File: src/rtl/icefun_matrix_pkg.sv
// icefun_matrix_pkg: segment indices, matrix geometry and the segment-to-pixel map
package icefun_matrix_pkg;
    localparam int SEG_A = 0;
    localparam int SEG_B = 1;
    localparam int SEG_C = 2;
    localparam int SEG_D = 3;
    localparam int SEG_E = 4;
    localparam int SEG_F = 5;
    localparam int SEG_G = 6;
    localparam int SEG_DP = 7;
    localparam int ROWS = 8;
    localparam int COLS_PER_DIGIT = 4;

    // Active-high lit rows for local column lc of a digit with active-low segments seg.
    function automatic logic [ROWS-1:0] seg_col_rows(input logic [7:0] seg, input logic [1:0] lc);
        logic [7:0] on;
        on = ~seg;
        return (lc == 2'd0) ? {2'b00, on[SEG_E], on[SEG_E], 1'b0, on[SEG_F], on[SEG_F], 1'b0} :
               (lc == 2'd3) ? {on[SEG_DP], 1'b0, on[SEG_C], on[SEG_C], 1'b0, on[SEG_B], on[SEG_B], 1'b0} :
                              {1'b0, on[SEG_D], 2'b00, on[SEG_G], 2'b00, on[SEG_A]};
    endfunction
endpackage

File: src/rtl/matrix_scan_timer.sv
// matrix_scan_timer: dwell phase and column counters, blank/PWM gating and frame pulse
module matrix_scan_timer #(
    parameter int NCOLS = 4,
    parameter int DIV_W = 13,
    parameter int BLANK_CYCLES = 16,
    parameter int BRIGHT_W = 3,
    localparam int CW = $clog2(NCOLS)
) (
    input  logic                clk,
    input  logic                reset,
    input  logic [BRIGHT_W-1:0] brightness,
    output logic [CW-1:0]       col_idx,
    output logic                gate_on,
    output logic                frame_start
);
    localparam logic [DIV_W-1:0] BLANK_P = DIV_W'(BLANK_CYCLES);
    localparam logic [CW-1:0] LAST_COL = CW'(NCOLS - 1);

    logic [DIV_W-1:0] p_q, p_d;
    logic [CW-1:0] col_q, col_d;

    // Next counter state plus combinational gating derived from the current counters
    always_comb begin
        p_d = p_q + 1'b1;
        col_d = (&p_q) ? ((col_q == LAST_COL) ? '0 : col_q + 1'b1) : col_q;
        gate_on = (p_q >= BLANK_P) && (p_q[DIV_W-1 -: BRIGHT_W] < brightness);
        frame_start = !reset && (p_q == '0) && (col_q == '0);
        col_idx = col_q;
    end

    // Counter registers
    always_ff @(posedge clk) begin
        if (reset) begin
            p_q <= '0;
            col_q <= '0;
        end else begin
            p_q <= p_d;
            col_q <= col_d;
        end
    end
endmodule

File: src/rtl/led_matrix_scanner.sv
// led_matrix_scanner: multi-digit seven-segment to LED matrix scanner with blanking and PWM
module led_matrix_scanner
    import icefun_matrix_pkg::*;
#(
    parameter int NUM_DIGITS = 1,
    parameter int DIV_W = 13,
    parameter int BLANK_CYCLES = 16,
    parameter int BRIGHT_W = 3,
    localparam int NCOLS = COLS_PER_DIGIT * NUM_DIGITS
) (
    input  logic                    clk,
    input  logic                    reset,
    input  logic [8*NUM_DIGITS-1:0] seg_in,
    input  logic [BRIGHT_W-1:0]     brightness,
    output logic [ROWS-1:0]         row_out,
    output logic [NCOLS-1:0]        col_out,
    output logic                    frame_start
);
    localparam int CW = $clog2(NCOLS);

    logic [CW-1:0] col_idx;
    logic gate_on;
    logic [8*NUM_DIGITS-1:0] shadow_q, shadow_d;
    logic [ROWS-1:0] row_q, row_d;
    logic [NCOLS-1:0] col_q, col_d;
    logic [7:0] digit_seg;

    matrix_scan_timer #(
        .NCOLS(NCOLS),
        .DIV_W(DIV_W),
        .BLANK_CYCLES(BLANK_CYCLES),
        .BRIGHT_W(BRIGHT_W)
    ) u_timer (
        .clk(clk),
        .reset(reset),
        .brightness(brightness),
        .col_idx(col_idx),
        .gate_on(gate_on),
        .frame_start(frame_start)
    );

    // Latch the frame at its start; map the active column's digit byte to row drive
    always_comb begin
        shadow_d = frame_start ? seg_in : shadow_q;
        digit_seg = 8'(shadow_q >> (8 * (col_idx / COLS_PER_DIGIT)));
        row_d = gate_on ? ~seg_col_rows(digit_seg, col_idx[1:0]) : '1;
        col_d = gate_on ? ~(NCOLS'(1) << col_idx) : '1;
    end

    // Shadow frame and registered active-low outputs
    always_ff @(posedge clk) begin
        if (reset) begin
            shadow_q <= '1;
            row_q <= '1;
            col_q <= '1;
        end else begin
            shadow_q <= shadow_d;
            row_q <= row_d;
            col_q <= col_d;
        end
    end

    assign row_out = row_q;
    assign col_out = col_q;
endmodule
File: config.mk
export PLATFORM = sky130hd
export DESIGN_NAME = led_matrix_scanner
export DESIGN_NICKNAME = d
export VERILOG_FILES = /design/src/rtl/icefun_matrix_pkg.sv /design/src/rtl/matrix_scan_timer.sv /design/src/rtl/led_matrix_scanner.sv
export SDC_FILE = /design/constraint.sdc
export NUM_CORES = 1
export LEC_CHECK = 0
export ABC_AREA = 1
export CORE_MARGIN = 4
export CORE_UTILIZATION = 53
export CTS_BUF_LIST = sky130_fd_sc_hd__clkbuf_4 sky130_fd_sc_hd__clkbuf_8
export DETAILED_ROUTE_END_ITERATION = 7
export PLACE_DENSITY = 0.91
export REMOVE_ABC_BUFFERS = 1
export SLEW_MARGIN = 30
export SYNTH_ARGS = -nofsm -noshare
export SYNTH_HDL_FRONTEND = slang
export SYNTH_SLANG_ARGS = --single-unit
File: constraint.sdc
create_clock -name clk -period 2.25 [get_ports clk]
set_input_delay 0.3375 -clock clk [delete_from_list [all_inputs] [get_ports clk]]
set_output_delay 0.3375 -clock clk [all_outputs]
set_load 0.02 [all_outputs]
==> metrics.md, run 1 <==
| Metric | Value |
|---|---|
| Vias/cell | `around 5.3` |
| Drt wl/cell | `between 10 and 15 um` |
| Clock slew at the register clock pins of the worst setup and hold paths | `approximately 100 ps` |
| Cell Pwr Density | `between 500 and 600 nW/um2` |
| Vias in the first global route | `around 1,300` |
| Highest metal used | `met4` |
| Combinational share of power | `0.107` |
| Drt drc | `0` |
| Die area | `3841 um2` |
| Largest family of logic cells by synthesized area | `simple AND/OR/NAND/NOR gates` |
| Period minus WS final | `~2000 ps` |
| Fill cells | `around 240` |
| Root Driver | `clkbuf_4` |
| Synth Area in Adders | `0.06483` |
| Hold Vio Cnt, Final | `0` |
| # rows | `19` |
| GRT Total Usage | `0.1869` |
| Global-route wire length before repair | `5.257 mm` |
| Slew margin rel. | `0.8063` |
| Synthesized area | `about 1500 um2` |
| Detailed Route WL | `around 3.2 mm` |
| Critical path arrival | `between 1500 and 2000 ps` |
| Clock tree from TritonCTS | `done` |
| Placer congestion estimate | `about 0.79` |
| Final net count | `around 250` |
| Commonest non-fill, non-tap cells in the layout | `nand2_1, dfxtp_1, nor2_1` |
| Fin crit share | `0.8758` |
| Clk pwr share | `0.315` |
| Antenna cell count | `0` |
| Hpwl dp | `about 2.3 mm` |
| Max Clock Skew | `about 9 ps` |
| Metal-1 WL | `1.326 mm` |
| Die X | `61.98 um` |
| Synth Area in Compound Gates | `0.04700` |
| I/O pin count | `26` |
| CP Data Required Time | `between 1500 and 2000 ps` |
| Grt ovf | `0` |
| Synth Instances | `just over 200` |
| Simple-Gate Fraction of Synth Area | `0.3687` |
| Worst hold path class | `flip-flop to flip-flop` |
| Clock Latency Late Sink | `340 ps` |
| Seq pwr share | `0.577` |
| Setup TNS | `0 ps` |
| Area of the multi-input gates | `roughly 750 um2` |
| Sequential share of the synthesized area | `0.4279` |
| Antenna violations before repair | `0` |
| Crit Path Max Fanout | `6` |
| Antenna Violating Nets Remaining | `0` |
| Port bufs | `25` |
| #FFs+latches synth | `33` |
| DR WL met2 | `~1.6 mm` |
| Sink Count | `33` |
| Mux contribution to synthesized area | `0` |
| Initial Util | `0.5551` |
| Layout Area Growth over Synthesis | `21.39%` |
| Commonest non-fill, non-tap cell in the layout | `nand2_1` |
| Max Clk Rate | `507.5 MHz` |
| Post-CTS Repair Setup Buffers | `0` |
| Setup crit end kind | `primary output` |
| Max-Cap Viols | `0` |
| Vias | `~1,400` |
| H-tree depth | `2` |
| Drt first pass iters | `4` |
| Unrepaired setup endpoints after global routing | `false` |
| Worst Tran Pin Value | `between 200 and 300 ps` |
| Initial drt markers | `between 40 and 50` |
| Net Sw Frac | `0.2620` |
| Ys Warns | `0` |
| Maximum vdd drop | `a little under 0.7 mV` |
| Core region area | `2781 um2` |
| Max clock buf depth | `2` |
| Largest net degree at the start of global routing | `26` |
| Pleak | `0.8174 nW` |
| Int Pwr | `0.7854 mW` |
| Net Sw Power | `0.2788 mW` |
| Reg area | `660.6 um2` |
| Final setup vio count | `0` |
| Routed wl met3 | `185 um` |
| Status | `complete, no violations` |
| Worst setup SP type | `flip-flop` |
| Pins over their slew limit | `0` |
| Final core occ | `0.6739` |
| Layout cells sized above 1 | `0.1073` |
| Syn Area/Cell | `7.606 um2` |
| CTS Buf Count | `5` |
| Cell variety after synth | `25` |
| Post-synthesis xor/xnor area fraction | `0.005673` |
| Die Y | `approximately 62 um` |
| Crit Path Class | `flip-flop to primary output` |
metal layers:
layer  global-route usage  vias up
met2               0.3151       33
met1               0.2155      643
met4              0.07576        0
met3              0.06405        6
met5                    0        -
li1                     -      718
synth_stat cells:
| library cell | instances | area [um2] |
|---|---|---|
| a21oi_1 | 11 | 55.05 |
| buf_1 | 1 | 3.750 |
| buf_2 | 1 | 5.000 |
| buf_4 | 3 | 22.52 |
| buf_6 | 1 | 11.26 |
| clkbuf_1 | 2 | 7.510 |
| clkinv_1 | 1 | 3.750 |
| dfxtp_1 | 33 | 660.6 |
| ha_1 | 8 | 100.1 |
| inv_1 | 20 | 75.07 |
| inv_2 | 1 | 3.750 |
| nand2_1 | 38 | 142.6 |
| nand2_2 | 2 | 12.51 |
| nand2_4 | 1 | 11.26 |
| nand3_1 | 25 | 125.1 |
| nand4_1 | 10 | 62.56 |
| nor2_1 | 27 | 101.4 |
| nor2_2 | 1 | 6.260 |
| nor2_4 | 4 | 45.04 |
| nor3_1 | 5 | 25.02 |
| nor3_2 | 3 | 30.03 |
| nor3b_1 | 1 | 7.510 |
| o21a_1 | 1 | 7.510 |
| o21ai_0 | 2 | 10.01 |
| xor2_1 | 1 | 8.760 |
worst max-delay path: stages (launching register included):
cell	delay (ps)
dfxtp_1	370
nor2_1	120
nand2_1	110
nor2_1	110
nand3_1	100
nor3_1	140
dlygate4sd2_1	350
final timing paths:
path | slack [ps] | to | startpoint | cells after the start
hold reg to reg | 450 | u_timer.p_q[0] | u_timer.p_q[0] | 1
setup / recovery | 280 | frame_start | u_timer.p_q[10] | 6
setup reg to reg | 650 | shadow_q[1] | u_timer.col_idx[0] | 8
hold / removal | 450 | u_timer.p_q[0] | u_timer.p_q[0] | 1
metrics by stage:
stage          cells  setup WS [ps]  hold WS [ps]  power (mW)  cell area [um2]
2_1_floorplan    195          537.3         404.2      0.6940             1494
3_5_place_dp     256          201.9         435.3      0.7427             1821
3_3_place_gp     256          240.9         431.3      0.7368             1821
6_report         264          279.4         449.3       1.064             1874
5_1_grt          264          101.3         485.6       1.108             1874
4_1_cts          264          247.7         454.7       1.066             1874
power groups by stage:
| stage | Combinational, mW | Sequential (mW) | Clock, mW |
|---|---|---|---|
| 3_3_place_gp | 0.110 | 0.627 | 0 |
| 5_1_grt | 0.129 | 0.617 | 0.362 |
| 3_5_place_dp | 0.115 | 0.627 | 0 |
| 6_report | 0.114 | 0.614 | 0.336 |
| 4_1_cts | 0.115 | 0.614 | 0.337 |
| 2_1_floorplan | 0.0690 | 0.625 | 0 |
state kept, by name, summed over array words and instances, names as in the netlist:
signal and count:
u_timer.p_q 13, row_out 6, u_timer.col_idx 2, col_out 4, shadow_q 8
cells by family (layout without fill, tap and decap cells):
| logic type | after synthesis | after routing |
|---|---|---|
| flip-flops | 33 | 33 |
| adder cells (fa/ha/maj) | 8 | 8 |
| buffers and inverters | 30 | 60 |
| AO/OA/AOI/OAI | 14 | 14 |
| XOR/XNOR | 1 | 1 |
| AND/OR/NAND/NOR | 117 | 117 |
what timing repair did:
action	CTS	global route
hold buffers	0	0
resized for setup	1	0
setup endpoints to repair	1	0
cell type report:
class,instances,area share
timing repair buffer,30,0.1529
inverter,22,0.04406
sequential,33,0.3525
clock inverter,2,0.005340
multi-input combinational,140,0.4005
tap,31,0.02069
clock buffer,6,0.02403
(Power assumes the default switching activity.)
==> run 2: changes to the inputs <==
- GPL_ROUTABILITY_DRIVEN: default -> 1
- SYNTH_HIERARCHICAL: default -> 1
==> metrics.md, run 2 <==
| Metric | Value |
|---|---|
| Cell variety after synth | `20 (was 25)` |
| Crit Path Max Fanout | `4 (was 6)` |
| Max reg flops | `13 (unchanged)` |
| Max Clock Skew | `13.72 ps (was 8.993 ps)` |
| Crit Path Class | `flip-flop to primary output (unchanged)` |
| I/O pin count | `26 (unchanged)` |
| Clock Latency Late Sink | `340 ps (about the same)` |
| CTS Buf Count | `5 (unchanged)` |
| Maximum vdd drop | `0.6223 mV (was 0.6844 mV)` |
| Synthesized area | `1460 um2 (was 1544 um2)` |
| Layout Area Growth over Synthesis | `25.79% (was 21.39%)` |
| Commonest non-fill, non-tap cells in the layout | `dfxtp_1, inv_1, nand2_1 (was nand2_1, dfxtp_1, nor2_1)` |
| Clock tree from TritonCTS | `done (unchanged)` |
| Pins over their slew limit | `0 (unchanged)` |
| Unrepaired setup endpoints after global routing | `false (unchanged)` |
| Post-synth EDFFs | `0 (unchanged)` |
| Worst hold path class | `flip-flop to flip-flop (unchanged)` |
| Slew margin rel. | `0.7549 (was 0.8063)` |
| H-tree depth | `2 (unchanged)` |
| Core region area | `2545 um2 (was 2781 um2)` |
| Antenna cell count | `0 (unchanged)` |
| Ys Warns | `6 (was 0)` |
| Max Clk Rate | `504.8 MHz (was 507.5 MHz)` |
| Max clock buf depth | `2 (unchanged)` |
| Sequential share of the synthesized area | `0.4524 (was 0.4279)` |
| Status | `complete, no violations (unchanged)` |
| Period minus WS final | `1981 ps (was 1971 ps)` |
| Root Driver | `clkbuf_4 (unchanged)` |
| Drt first pass iters | `4 (unchanged)` |
| Worst Tran Pin Value | `367.1 ps (was 290.5 ps)` |
| Drt wl/cell | `12.27 um (was 12.02 um)` |
| Fin crit share | `0.8805 (was 0.8758)` |
| Antenna Violating Nets Remaining | `0 (unchanged)` |
| Most frequent cells after synthesis | `dfxtp_1, inv_1, nand2_1, nand3_1, nor2_1 (was nand2_1, dfxtp_1, nor2_1, nand3_1, inv_1)` |
| Clock slew at the register clock pins of the worst setup and hold paths | `110 ps (was 100 ps)` |
| Worst path max stage delay | `350 ps (was 370 ps)` |
| Setup TNS | `0 ps (unchanged)` |
| Highest metal used | `met4 (unchanged)` |
| Max-Cap Viols | `0 (unchanged)` |
| Cell Pwr Density | `641.2 nW/um2 (was 567.8 nW/um2)` |
| Synth Instances | `194 (was 203)` |
| CP bufs+invs | `2 (was 1)` |
| Vias | `1,304 (was 1,400)` |
| CP delay by family, top | `simple AND/OR/NAND/NOR gates (unchanged)` |
| Commonest non-fill, non-tap cell in the layout | `dfxtp_1 (was nand2_1)` |
| Post-CTS Repair Setup Buffers | `0 (unchanged)` |
| Asr flop ratio synth | `0 (unchanged)` |
| Layout cells sized above 1 | `0.1195 (was 0.1073)` |
| Area fraction of the dominant cell type after synthesis | `0.4524 (was 0.4279)` |
| Die area | `3659 um2 (was 3841 um2)` |
| Pleak | `0.8282 nW (was 0.8174 nW)` |
| Sink Count | `33 (unchanged)` |
| Port bufs | `25 (unchanged)` |
| GRT Total Usage | `0.2033 (was 0.1869)` |
| Critical path arrival | `1640 ps (was 1630 ps)` |
| Hold Buf Count CTS | `0 (unchanged)` |
| Vias/cell | `5.094 (was 5.303)` |
| Ranking of synthesized cells by area | `dfxtp_1, inv_1, nand2_1, nand3_1, a21oi_1 (was dfxtp_1, nand2_1, nand3_1, nor2_1, ha_1)` |
| Final setup vio count | `0 (unchanged)` |
| Final net count | `244 (was 253)` |
| Largest family of logic cells by synthesized area | `simple AND/OR/NAND/NOR gates (unchanged)` |
| CP Data Required Time | `1910 ps (about the same)` |
| Ys flop type | `dfxtp_1 (unchanged)` |
| Vias in the first global route | `1,243 (was 1,255)` |
| Most common cell in the netlist | `dfxtp_1 (was nand2_1)` |
| Routed wl met3 | `187 um (was 185 um)` |
| Simple-Gate Fraction of Synth Area | `0.2879 (was 0.3687)` |
| Detailed Route WL | `3.140 mm (was 3.172 mm)` |
| Hpwl dp | `2.472 mm (was 2.287 mm)` |
| #FFs+latches synth | `33 (unchanged)` |
| Synth Area in Compound Gates | `0.09769 (was 0.04700)` |
| Setup crit end kind | `primary output (unchanged)` |
| Hold Vio Cnt, Final | `0 (unchanged)` |
| Initial Util | `0.5737 (was 0.5551)` |
| CP max-delay cell | `dlygate4sd2_1 (was dfxtp_1)` |
| Grt ovf | `0 (unchanged)` |
| Die Y | `60.49 um (was 61.98 um)` |
| Total power | `1.178 mW (was 1.064 mW)` |
| Post-synthesis xor/xnor area fraction | `0 (was 0.005673)` |
| Die X | `60.49 um (was 61.98 um)` |
| Metal-1 WL | `1.329 mm (was 1.326 mm)` |
| DR WL met2 | `1.563 mm (was 1.599 mm)` |
| Largest net degree at the start of global routing | `18 (was 26)` |
| Syn Area/Cell | `7.527 um2 (was 7.606 um2)` |
| # rows | `18 (was 19)` |
| Worst setup SP type | `flip-flop (unchanged)` |
| Drt drc | `0 (unchanged)` |
| Crit path cell chain | `inv_1, nand4_1, nor3_2, nor2b_1, dlygate4sd2_1 (was nor2_1, nand2_1, nor2_1, nand3_1, nor3_1, dlygate4sd2_1)` |
| Placer congestion estimate | `0.9022 (was 0.7940)` |
| Yosys top cell by area | `dfxtp_1 (unchanged)` |
| Synth Area in Adders | `0.05141 (was 0.06483)` |
| Antenna violations before repair | `0 (unchanged)` |
| Global-route wire length before repair | `5.402 mm (was 5.257 mm)` |
| Most flops, register | `u_timer/p_q (was u_timer.p_q)` |
| Initial drt markers | `74 (was 45)` |
| Mux contribution to synthesized area | `0 (unchanged)` |
==> run 2: cells by family after synthesis <==
kind of cell,after synthesis
AOI/OAI and AO/OA,28
adders and majority gates,6
buffers and inverters,40
DFF,33
and+or+nand+nor,87
==> run 2: area by class of cell <==
class | count | area, um2
clock buffers | 7 | 58.81
clock inverters | 1 | 30.03
fillers | 210 | 708.2
inverters | 36 | 135.1
multi-input cells | 121 | 643.1
flip-flops and latches | 33 | 660.6
well taps | 30 | 37.54
repair buffers | 28 | 271.5
==> run 2: final timing paths <==
| check | endpoint | depth (start not counted) | start | slack, ps |
|---|---|---|---|---|
| max | frame_start | 5 | u_timer/p_q[12] | 270 |
| max reg2reg | shadow_q[7] | 7 | u_timer/col_idx[1] | 680 |
| min | row_out[7] | 2 | shadow_q[7] | 450 |
| min reg2reg | row_out[7] | 2 | shadow_q[7] | 450 |
==> run 2: routing by layer <==
layer | global-route usage | vias up
met5 | 0 | -
met4 | 0.08978 | 0
met3 | 0.06596 | 7
met2 | 0.3503 | 44
met1 | 0.2297 | 578
li1 | - | 675
==> run 2: worst reg2reg max path, delay by kind of cell, from the launching register on <==
kind / cells / cell delay [ps]
DFF: 1 / 560
adders and majority gates: 1 / 200
buffers and inverters: 2 / 280
and+or+nand+nor: 2 / 140
AOI/OAI and AO/OA: 2 / 270
==> run 2: power breakdown <==
part | internal (mW) | leakage [nW] | total, mW | switching (mW)
Combinational | 0.0417 | 0.511 | 0.0883 | 0.0466
Sequential | 0.603 | 0.269 | 0.613 | 0.0100
Clock | 0.277 | 0.0489 | 0.476 | 0.199
Total | 0.922 | 0.828 | 1.18 | 0.256
==> run 2: metrics by stage <==
stage / std cells / hold slack, ps / worst slack [ps] / area [um2] / utilization
final: 256 / 448.0 / 269.0 / 1837 / 0.7217
after CTS: 256 / 455.5 / 254.0 / 1837 / 0.7217
after global routing: 256 / 475.0 / 159.5 / 1837 / 0.7217
after detailed placement: 248 / 432.9 / 204.0 / 1744 / 0.6853
after global placement: 248 / 421.5 / 228.2 / 1744 / 0.6853
after floorplan: 190 / 404.2 / 424.9 / 1434 / -
==> run 2: what timing repair did <==
action | in CTS | in global routing
endpoints found under the hold margin | 0 | 0
endpoints found under the setup margin | 1 | 0
gates resized for setup | 2 | 0
